### src/rtl/prewish5k_mask_sequencer_pkg.sv
// Shared definitions for the mask sequencer: register map, CTRL/STATUS bit
// positions and sequencer state encodings.
package prewish5k_mask_sequencer_pkg;

   localparam int unsigned ADR_W  = 4;
   localparam int unsigned DATA_W = 8;

   // Register map
   localparam logic [ADR_W-1:0] ADDR_TABLE_BASE = 4'h0;
   localparam logic [ADR_W-1:0] ADDR_CTRL       = 4'h8;
   localparam logic [ADR_W-1:0] ADDR_STATUS     = 4'h9;

   // CTRL / STATUS bit positions
   localparam int unsigned CTRL_RUN       = 0;
   localparam int unsigned CTRL_LAST_LSB  = 4;
   localparam int unsigned CTRL_LAST_MSB  = 6;
   localparam int unsigned STATUS_RUNNING = 7;

   typedef enum logic [1:0] {
      ST_IDLE  = 2'd0,
      ST_LOAD  = 2'd1,
      ST_DWELL = 2'd2,
      ST_STOP  = 2'd3
   } state_e;

endpackage

### src/rtl/prewish5k_dwell_timer.sv
// Free-running dwell counter with synchronous clear and count enable.
// Ports: clk_i/rst_ni clock and async active-low reset; clear_i zeroes the
// count; enable_i advances it; term_c_o is a combinational one-cycle pulse
// while enabled at terminal count (all ones).
module prewish5k_dwell_timer #(
   parameter int unsigned DWELL_BITS = 25
) (
   input  logic clk_i,
   input  logic rst_ni,
   input  logic clear_i,
   input  logic enable_i,
   output logic term_c_o
);

   logic [DWELL_BITS-1:0] cnt_q, cnt_d;

   // Next count: clear has priority, natural wrap at all ones
   always_comb begin
      cnt_d = cnt_q;
      if (clear_i) begin
         cnt_d = '0;
      end else if (enable_i) begin
         cnt_d = cnt_q + DWELL_BITS'(1);
      end
   end

   always_ff @(posedge clk_i or negedge rst_ni) begin
      if (!rst_ni) begin
         cnt_q <= '0;
      end else begin
         cnt_q <= cnt_d;
      end
   end

   assign term_c_o = enable_i & ~clear_i & (&cnt_q);

endmodule

### src/rtl/prewish5k_mask_sequencer.sv
// Blink-mask sequencer: an 8-entry mask table plus CTRL/STATUS registers on
// a Wishbone-subset slave port; when RUN is set it strobes one table entry
// per dwell period into the downstream blinky.
// Ports: CLK_I/RST_I clock and async active-low reset; CYC_I/STB_I/WE_I/
// ADR_I/DAT_I bus request; DAT_O/ACK_O registered bus response; o_stb/o_dat
// load strobe and mask to the blinky; o_index table index being shown.
module prewish5k_mask_sequencer
   import prewish5k_mask_sequencer_pkg::*;
#(
   parameter int unsigned DEPTH_BITS = 3,
   parameter int unsigned DWELL_BITS = 25
) (
   input  logic                  CLK_I,
   input  logic                  RST_I,
   input  logic                  CYC_I,
   input  logic                  STB_I,
   input  logic                  WE_I,
   input  logic [ADR_W-1:0]      ADR_I,
   input  logic [DATA_W-1:0]     DAT_I,
   output logic [DATA_W-1:0]     DAT_O,
   output logic                  ACK_O,
   output logic                  o_stb,
   output logic [DATA_W-1:0]     o_dat,
   output logic [DEPTH_BITS-1:0] o_index
);

   localparam int unsigned DEPTH = 1 << DEPTH_BITS;

   logic [DATA_W-1:0]     table_q [DEPTH];
   logic                  ack_q;
   logic [DATA_W-1:0]     dat_o_q;
   logic                  run_q;
   logic [DEPTH_BITS-1:0] last_q;

   state_e                state_q, state_d;
   logic                  stb_q, stb_d;
   logic [DATA_W-1:0]     dat_q, dat_d;
   logic [DEPTH_BITS-1:0] idx_q, idx_d;

   logic                  bus_acc_c;
   logic                  tbl_hit_c;
   logic [DEPTH_BITS-1:0] adr_idx_c;
   logic [DATA_W-1:0]     rd_data_c;
   logic [DEPTH_BITS-1:0] idx_nxt_c;
   logic                  tmr_clear_c, tmr_en_c, tmr_term_c;

   // A new access is accepted only when the previous one is not being acked
   assign bus_acc_c = CYC_I & STB_I & ~ack_q;
   assign tbl_hit_c = (ADR_I & ~ADR_W'(DEPTH - 1)) == ADDR_TABLE_BASE;
   assign adr_idx_c = ADR_I[DEPTH_BITS-1:0];

   // Read data mux; unmapped addresses return zero
   always_comb begin
      rd_data_c = '0;
      if (tbl_hit_c) begin
         rd_data_c = table_q[adr_idx_c];
      end else if (ADR_I == ADDR_CTRL) begin
         rd_data_c = (DATA_W'(run_q) << CTRL_RUN) | (DATA_W'(last_q) << CTRL_LAST_LSB);
      end else if (ADR_I == ADDR_STATUS) begin
         rd_data_c = DATA_W'(idx_q) | (DATA_W'(state_q != ST_IDLE) << STATUS_RUNNING);
      end
   end

   // Bus slave registers: table, CTRL, ack and read data
   always_ff @(posedge CLK_I or negedge RST_I) begin
      if (!RST_I) begin
         ack_q   <= 1'b0;
         dat_o_q <= '0;
         run_q   <= 1'b0;
         last_q  <= '0;
         for (int unsigned i = 0; i < DEPTH; i++) begin
            table_q[i] <= '0;
         end
      end else begin
         ack_q <= bus_acc_c;
         if (bus_acc_c) begin
            dat_o_q <= rd_data_c;
            if (WE_I) begin
               if (tbl_hit_c) begin
                  table_q[adr_idx_c] <= DAT_I;
               end else if (ADR_I == ADDR_CTRL) begin
                  run_q  <= DAT_I[CTRL_RUN];
                  last_q <= DEPTH_BITS'(DAT_I[CTRL_LAST_MSB:CTRL_LAST_LSB]);
               end
            end
         end
      end
   end

   // Advance wraps whenever the index is at or beyond LAST, so a lowered LAST takes effect at once
   assign idx_nxt_c   = (idx_q >= last_q) ? '0 : idx_q + DEPTH_BITS'(1);
   assign tmr_clear_c = (state_q == ST_LOAD);
   assign tmr_en_c    = (state_q == ST_DWELL);

   prewish5k_dwell_timer #(
      .DWELL_BITS(DWELL_BITS)
   ) u_dwell_timer (
      .clk_i    (CLK_I),
      .rst_ni   (RST_I),
      .clear_i  (tmr_clear_c),
      .enable_i (tmr_en_c),
      .term_c_o (tmr_term_c)
   );

   // Sequencer next state; o_stb/o_dat/o_index are loaded on the transition
   // so the strobe is high during the LOAD (or STOP) cycle itself
   always_comb begin
      state_d = state_q;
      stb_d   = 1'b0;
      dat_d   = dat_q;
      idx_d   = idx_q;
      case (state_q)
         ST_IDLE: begin
            if (run_q) begin
               state_d = ST_LOAD;
               stb_d   = 1'b1;
               idx_d   = '0;
               dat_d   = table_q[0];
            end
         end
         ST_LOAD: begin
            state_d = run_q ? ST_DWELL : ST_STOP;
         end
         ST_DWELL: begin
            // Stop outranks a coincident terminal count
            if (!run_q) begin
               state_d = ST_STOP;
               stb_d   = 1'b1;
               dat_d   = '0;
               idx_d   = '0;
            end else if (tmr_term_c) begin
               state_d = ST_LOAD;
               stb_d   = 1'b1;
               idx_d   = idx_nxt_c;
               dat_d   = table_q[idx_nxt_c];
            end
         end
         ST_STOP: begin
            // Entered from LOAD the blank is deferred a cycle to keep strobes apart
            if (stb_q) begin
               state_d = ST_IDLE;
            end else begin
               stb_d = 1'b1;
               dat_d = '0;
               idx_d = '0;
            end
         end
         default: begin
            state_d = ST_IDLE;
         end
      endcase
   end

   always_ff @(posedge CLK_I or negedge RST_I) begin
      if (!RST_I) begin
         state_q <= ST_IDLE;
         stb_q   <= 1'b0;
         dat_q   <= '0;
         idx_q   <= '0;
      end else begin
         state_q <= state_d;
         stb_q   <= stb_d;
         dat_q   <= dat_d;
         idx_q   <= idx_d;
      end
   end

   assign ACK_O   = ack_q;
   assign DAT_O   = dat_o_q;
   assign o_stb   = stb_q;
   assign o_dat   = dat_q;
   assign o_index = idx_q;

endmodule

### config.mk
export PLATFORM = sky130hd
export DESIGN_NAME = prewish5k_mask_sequencer
export DESIGN_NICKNAME = d
export VERILOG_FILES = /design/src/rtl/prewish5k_mask_sequencer_pkg.sv /design/src/rtl/prewish5k_dwell_timer.sv /design/src/rtl/prewish5k_mask_sequencer.sv
export SDC_FILE = /design/constraint.sdc
export NUM_CORES = 1
export LEC_CHECK = 0
export ABC_AREA = 1
export CELL_PAD_IN_SITES_DETAIL_PLACEMENT = 1
export CELL_PAD_IN_SITES_GLOBAL_PLACEMENT = 1
export CORE_MARGIN = 3
export CORE_UTILIZATION = 40
export DETAILED_ROUTE_END_ITERATION = 10
export HOLD_SLACK_MARGIN = 0.1
export PLACE_DENSITY = 0.81
export SLEW_MARGIN = 5
export SYNTH_ARGS = -nofsm -noshare
export SYNTH_HDL_FRONTEND = slang
export SYNTH_SLANG_ARGS = --single-unit
### constraint.sdc
create_clock -name CLK_I -period 4.5 [get_ports CLK_I]
set_input_delay 0.9 -clock CLK_I [delete_from_list [all_inputs] [get_ports CLK_I]]
set_output_delay 0.9 -clock CLK_I [all_outputs]
set_load 0.05 [all_outputs]
==> flow_summary.toml, run 1 <==
[status]
status = "completed"

[timing]
hold_viol_final = 0
fmax_mhz = 347.6
setup_viol = 0
period_share = 0.6393
tightest_slew_ns = 0.7863
final.setup.tns_ns = 0
worst_slack_ns = 1.623
finalCriticalPeriod_ns = 2.877
skew_ns = 0.01032
finalMaxSlewViolations = 0
rsz0062_at_grt = "false"
timing.slew.headroom = 0.4758

[synthesis]
netlist_top_cells_area = "dfrtp_1, nand2_1, nand3_1"
ys_seq_area_frac = 0.4496
synth_cell_types = 41
synth_common_cells = "nand2_1, dfrtp_1, nand3_1"
synth-seq-cells = 116
synth.top_cell.area_share = 0.4496
syn_avg_cell_area_um2 = 7.826
netlist_instances = 825
synth_fa_ha_area_frac = 0.01744
synth-async-reset-ratio = 1.000
synthXorXnorAreaFrac = 0.004070
synthMuxAreaShare = 0.001550
syn-cell-area_um2 = 6456
synth_compound_gate_area_share = 0.1552
synth_top_family_by_area = "simple AND/OR/NAND/NOR gates"
synth_top_area_cell = "dfrtp_1"
yosysMostFrequentCell = "nand2_1"
syn-num-nets = 851
ys_warn_count = 0
synthFlopType = "dfrtp_1"
yosys.area_share.simple = 0.3002
synth_edf_count = 0

[place]
place_area_um2 = 6959
globalplace.congestion = 0.8785
place_ws_ns = 1.385
dpl.hpwl_mm = 14.45
place_inst = 1046
io_buffers = 37

[cts]
htree_levels = 4
postCtsResizedCells = 0
cts-root-buf = "clkbuf_16"
cts_tree = "done"
ctsHoldBuffers = 0
postCtsSetupBuffers = 0
clkLatencyLatePin_ns = 0.43
cts_sinks = 116
cts_buffer_depth = 2
cts_buffers = 17
clkTransAtPathRegs_ns = 0.06

[grt]
grt_first_pass_wirelength_mm = 33.85
grt_usage = 0.2420
gr-total-overflow = 0
grt_max_degree = 61
antenna_found_initial = 0
grt_pass1_vias = 6029

[finish]
n_fill_cell = 1866
multi_input_area_um2 = 3089
ff_latch_area_um2 = 2903
syn2layout_area_growth_pct = 17.33
drive_gt1_frac = 0.1188
design_area_um2 = 7575
antenna_cells = 0
finalNonFillerCells = 1078
nets = 880

[die]
io_pins = 38
initial_core_util = 0.4170
die_w_um = 133.0
placementRows = 45
core-area_um2 = 15480
die_y_um = 133.0
die_area_um2 = 17700

[power_and_ir_drop]
powerDensity_nw_per_um2 = 491.9
cellLeakagePower_nw = 3.397
vdd_ir_drop_max_uv = 283.5

[setup_path]
crit_top_cell = "nand3_1"
cp-end-kind = "flop"
worstSetupStartpointType = "flop"
path_max_fanout = 12
slowest_delay_ns = 0.52
cp.required_ns = 4.79
cp-startpoint = "state_q[0]$_DFFE_PN0P_"
crit_arrival_ns = 3.17
critPathKind = "flop to flop"
path_cells = "inv_1, ha_1, nor2_1, a22oi_1, nand3_1, clkinv_1, nand3_1, o21ai_0"
rr_startpoint = "state_q[0]$_DFFE_PN0P_"
crit_slowest_cell = "clkinv_1"

[flow_run]
drv_cap = 0

[drt]
dr.pass1.iters = 5
ant_nets = 0
vias = 6030
drc_errors = 0
wirelength_mm = 20.81
wire_per_inst_um = 19.30
viasPerCell = 5.594
drt_iter0_drc = 517

[hold_path]
hold_path_class = "flop to flop"
worstHoldStart = "table_q[0]$_DFFE_PN0P_"
[report_power, final]
| group | total [mW] | leakage, nW | switching, mW | internal [mW] |
|---|---|---|---|---|
| sequential | 1.32 | 1.56 | 0.138 | 1.19 |
| clock | 1.41 | 0.297 | 0.521 | 0.890 |
| combinational | 0.990 | 1.54 | 0.696 | 0.295 |
[layout by cell type (no fill, tap or decap), types with 2 or more instances in the layout]
cell             count
nand3_1             96
clkinv_4             4
o2111ai_1            8
clkdlybuf4s50_1     36
dfrtp_1            116
nor3_1              13
buf_4                8
ha_1                 9
nor2_4               3
o21ai_2             32
nor2_8               2
nand2_1            224
o22ai_1              2
bufinv_16            3
inv_6                3
nor2_2               4
nor2_1              62
inv_2                8
clkinvlp_4           2
nand3_4              4
nand3_2              2
inv_1               61
clkbuf_16           17
o21ai_0             61
a21oi_1             22
o21ai_1             20
clkinv_2             2
o21a_1               2
o211ai_1             9
nand4_1             12
nand2_2              3
xor2_1               3
[sequential cells by signal, summed over array words and instances (netlist names)]
signal               flops
table_q                 64
o_index                  3
run_q                    1
last_q                   3
DAT_O                    8
o_stb                    1
ACK_O                    1
o_dat                    8
u_dwell_timer.cnt_q     25
state_q                  2
[routing by layer]
| metal | GRT usage | up-vias | share of wire |
|---|---|---|---|
| li1 | - | 2821 | - |
| met1 | 0.3649 | 2980 | 0.47 |
| met2 | 0.3513 | 210 | 0.44 |
| met3 | 0.05665 | 19 | 0.076 |
| met4 | 0.05716 | 0 | 0.011 |
| met5 | 0 | - | 0 |
[critical path: cells and delay by family, from the launching register on]
kind,cells,cell delay [ns]
AOI/OAI and AO/OA,2,0.24
adders and majority gates,1,0.27
buffers and inverters,2,0.63
DFF,1,0.41
and+or+nand+nor,3,1.18
[kinds of logic (layout without fill, tap and decap cells)]
logic type | Yosys count | count (layout)
buf+inv | 105 | 147
mux | 1 | 1
xor+xnor | 3 | 3
simple gates | 430 | 430
compound gates | 161 | 161
flops | 116 | 116
fa+ha+maj | 9 | 9
[layout make-up]
class	instances	area share
multi-input combinational	604	0.4078
sequential	116	0.3832
timing repair buffer	45	0.05814
clock buffer	18	0.05798
tap	211	0.03485
inverter	70	0.03469
clock inverter	14	0.02329
[worst paths after layout]
path | to | slack (ns) | cells after the start
max | o_index[1]$_DFFE_PN0P_ | 1.62 | 8
min | table_q[0]$_DFFE_PN0P_ | 0.48 | 2
max reg2reg | o_index[1]$_DFFE_PN0P_ | 1.62 | 8
min reg2reg | table_q[0]$_DFFE_PN0P_ | 0.48 | 2
max in group asynchronous | table_q[50]$_DFFE_PN0P_ | 3.16 | 2
min in group asynchronous | u_dwell_timer.cnt_q[17]$_DFFE_PN0P_ | 0.55 | 1
[through the flow]
stage	total power [mW]	util	hold WS, ns
2_1_floorplan	1.983	-	0.4530
3_3_place_gp	2.284	0.4495	0.4667
3_5_place_dp	2.316	0.4495	0.4691
6_report	3.726	0.4892	0.4789
4_1_cts	3.745	0.4892	0.4833
5_1_grt	3.916	0.4892	0.5066
Power figures use the tool's default switching activity.
==> inputs of run 2 (changes only) <==
--- a/config.mk
+++ b/config.mk
@@ -12,7 +12,7 @@
 export CORE_UTILIZATION = 40
 export DETAILED_ROUTE_END_ITERATION = 10
 export HOLD_SLACK_MARGIN = 0.1
-export PLACE_DENSITY = 0.81
+export PLACE_DENSITY = 0.83
 export SLEW_MARGIN = 5
 export SYNTH_ARGS = -nofsm -noshare
 export SYNTH_HDL_FRONTEND = slang
==> constraint.sdc (replaced) <==
create_clock -name CLK_I -period 2.35 [get_ports CLK_I]
set_input_delay 0.47 -clock CLK_I [delete_from_list [all_inputs] [get_ports CLK_I]]
set_output_delay 0.47 -clock CLK_I [all_outputs]
set_load 0.05 [all_outputs]
==> flow_summary.toml, run 2 (synthesis results as in run 1) <==
[status]
status = "completed"

[flow_run]
drv_cap = 0

[grt]
antenna_found_initial = 0
grt_usage = 0.2536
grt_max_degree = 55
grt_pass1_vias = 6321
grt_first_pass_wirelength_mm = 35.50
gr-total-overflow = 0

[finish]
final_common_cell = "nand2_1"
drive_gt1_frac = 0.1520
reg_top3 = "table_q x64, u_dwell_timer.cnt_q x25"
syn2layout_area_growth_pct = 21.90
largest_reg_flops = 64
nets = 908
final_cell_mix = "nand2_1, dfrtp_1, nand3_1, nor2_1, o21ai_0"
antenna_cells = 0
regMostFlops = "table_q"

[hold_path]
hold_path_class = "flop to flop"
hold_depth = 2

[drt]
ant_nets = 0
wire_per_inst_um = 19.70
drc_errors = 0
vias = 6229
wirelength_mm = 21.79
dr.pass1.iters = 8
viasPerCell = 5.632
drt_iter0_drc = 469

[timing]
skew_ns = 0.005907
fmax_mhz = 444.8
finalCriticalPeriod_ns = 2.248
finalMaxSlewViolations = 0
hold_ws_ns = 0.4736
worst_slack_ns = 0.1019
period_share = 0.9567
hold_viol_final = 0
timing.slew.headroom = 0.6382
setup_viol = 0
tightest_slew_ns = 0.5410
final.setup.tns_ns = 0

[place]
globalplace.congestion = 0.8664
place_ws_ns = 0.02676
io_buffers = 37
dpl.hpwl_mm = 14.55

[cts]
clkLatencyLatePin_ns = 0.43
htree_levels = 4
cts_tree = "done"
cts-root-buf = "clkbuf_16"
cts_buffers = 17
cts_sinks = 116
clkTransAtPathRegs_ns = 0.06
cts_buffer_depth = 2

[power_and_ir_drop]
vdd_ir_drop_max_uv = 552.3
cellLeakagePower_nw = 3.535
switchingPower_mw = 2.655
swShare = 0.3702
pwr-share-seq = 0.353
powerDensity_nw_per_um2 = 911.2
cellInternalPower_mw = 4.517
clkPwrFrac = 0.349
comb_power_share = 0.299

[die]
die_area_um2 = 17700
die_w_um = 133.0
core-area_um2 = 15480
initial_core_util = 0.4170
io_pins = 38
placementRows = 45
die_y_um = 133.0

[setup_path]
path_max_fanout = 3
cp.required_ns = 1.88
worstSetupStartpointType = "flop"
cp-end-kind = "output port"
rr_worst_depth = 13
crit_arrival_ns = 1.78
critPathKind = "flop to output port"
[run 2: power groups by stage]
stage	clock network [mW]	logic (mW)	registers, mW
after global routing	2.63	2.35	2.56
after global placement	0	1.95	2.53
after floorplan	0	1.03	2.77
final	2.50	2.14	2.53
after CTS	2.52	2.07	2.52
after detailed placement	0	2.02	2.54
[run 2: critical path, stage by stage, from the launching register on]
cell,delay [ns]
dfrtp_1,0.37
buf_4,0.14
clkdlybuf4s50_1,0.83
[run 2: final timing paths]
| path | start | endpoint | slack, ns |
|---|---|---|---|
| max reg2reg | o_index[0]$_DFFE_PN0P_ | o_dat[4]$_DFFE_PN0P_ | 0.11 |
| max in group asynchronous | RST_I | table_q[29]$_DFFE_PN0P_ | 1.11 |
| min in group asynchronous | RST_I | u_dwell_timer.cnt_q[0]$_DFFE_PN0P_ | 0.56 |
| min reg2reg | o_dat[2]$_DFFE_PN0P_ | o_dat[2]$_DFFE_PN0P_ | 0.47 |
| min | o_dat[2]$_DFFE_PN0P_ | o_dat[2]$_DFFE_PN0P_ | 0.47 |
| max | o_index[1]$_DFFE_PN0P_ | o_index[1] | 0.10 |
[run 2: area by class of cell]
class                      instances  area (um^2)
clock buffer                      20        466.7
tap                              211        264.0
inverter                          70        269.0
timing repair buffer              73        732.0
fill                            1868         7614
clock inverter                    12        106.4
multi-input combinational        604         3128
sequential                       116         2904
[run 2: per-stage QoR]
stage / util / power (mW) / instances / area, um^2
after floorplan: - / 3.800 / 825 / 6466
after global placement: 0.4662 / 4.481 / 1071 / 7218
after detailed placement: 0.4662 / 4.557 / 1071 / 7218
after CTS: 0.5038 / 7.100 / 1104 / 7801
after global routing: 0.5083 / 7.533 / 1106 / 7870
final: 0.5083 / 7.171 / 1106 / 7870
[run 2: layer usage]
layer,vias up,share of wire,GRT usage
li1,2876,-,-
met1,3101,0.45,0.3523
met2,216,0.46,0.3948
met3,36,0.066,0.04791
met4,0,0.022,0.09469
met5,-,0,0
[run 2: what timing repair did]
item                                    CTS  global route
hold buffers                              1             0
hold endpoints to repair                 34             0
buffers inserted                          0             2
gates resized for setup                   0             9
endpoints found under the setup margin    0            14
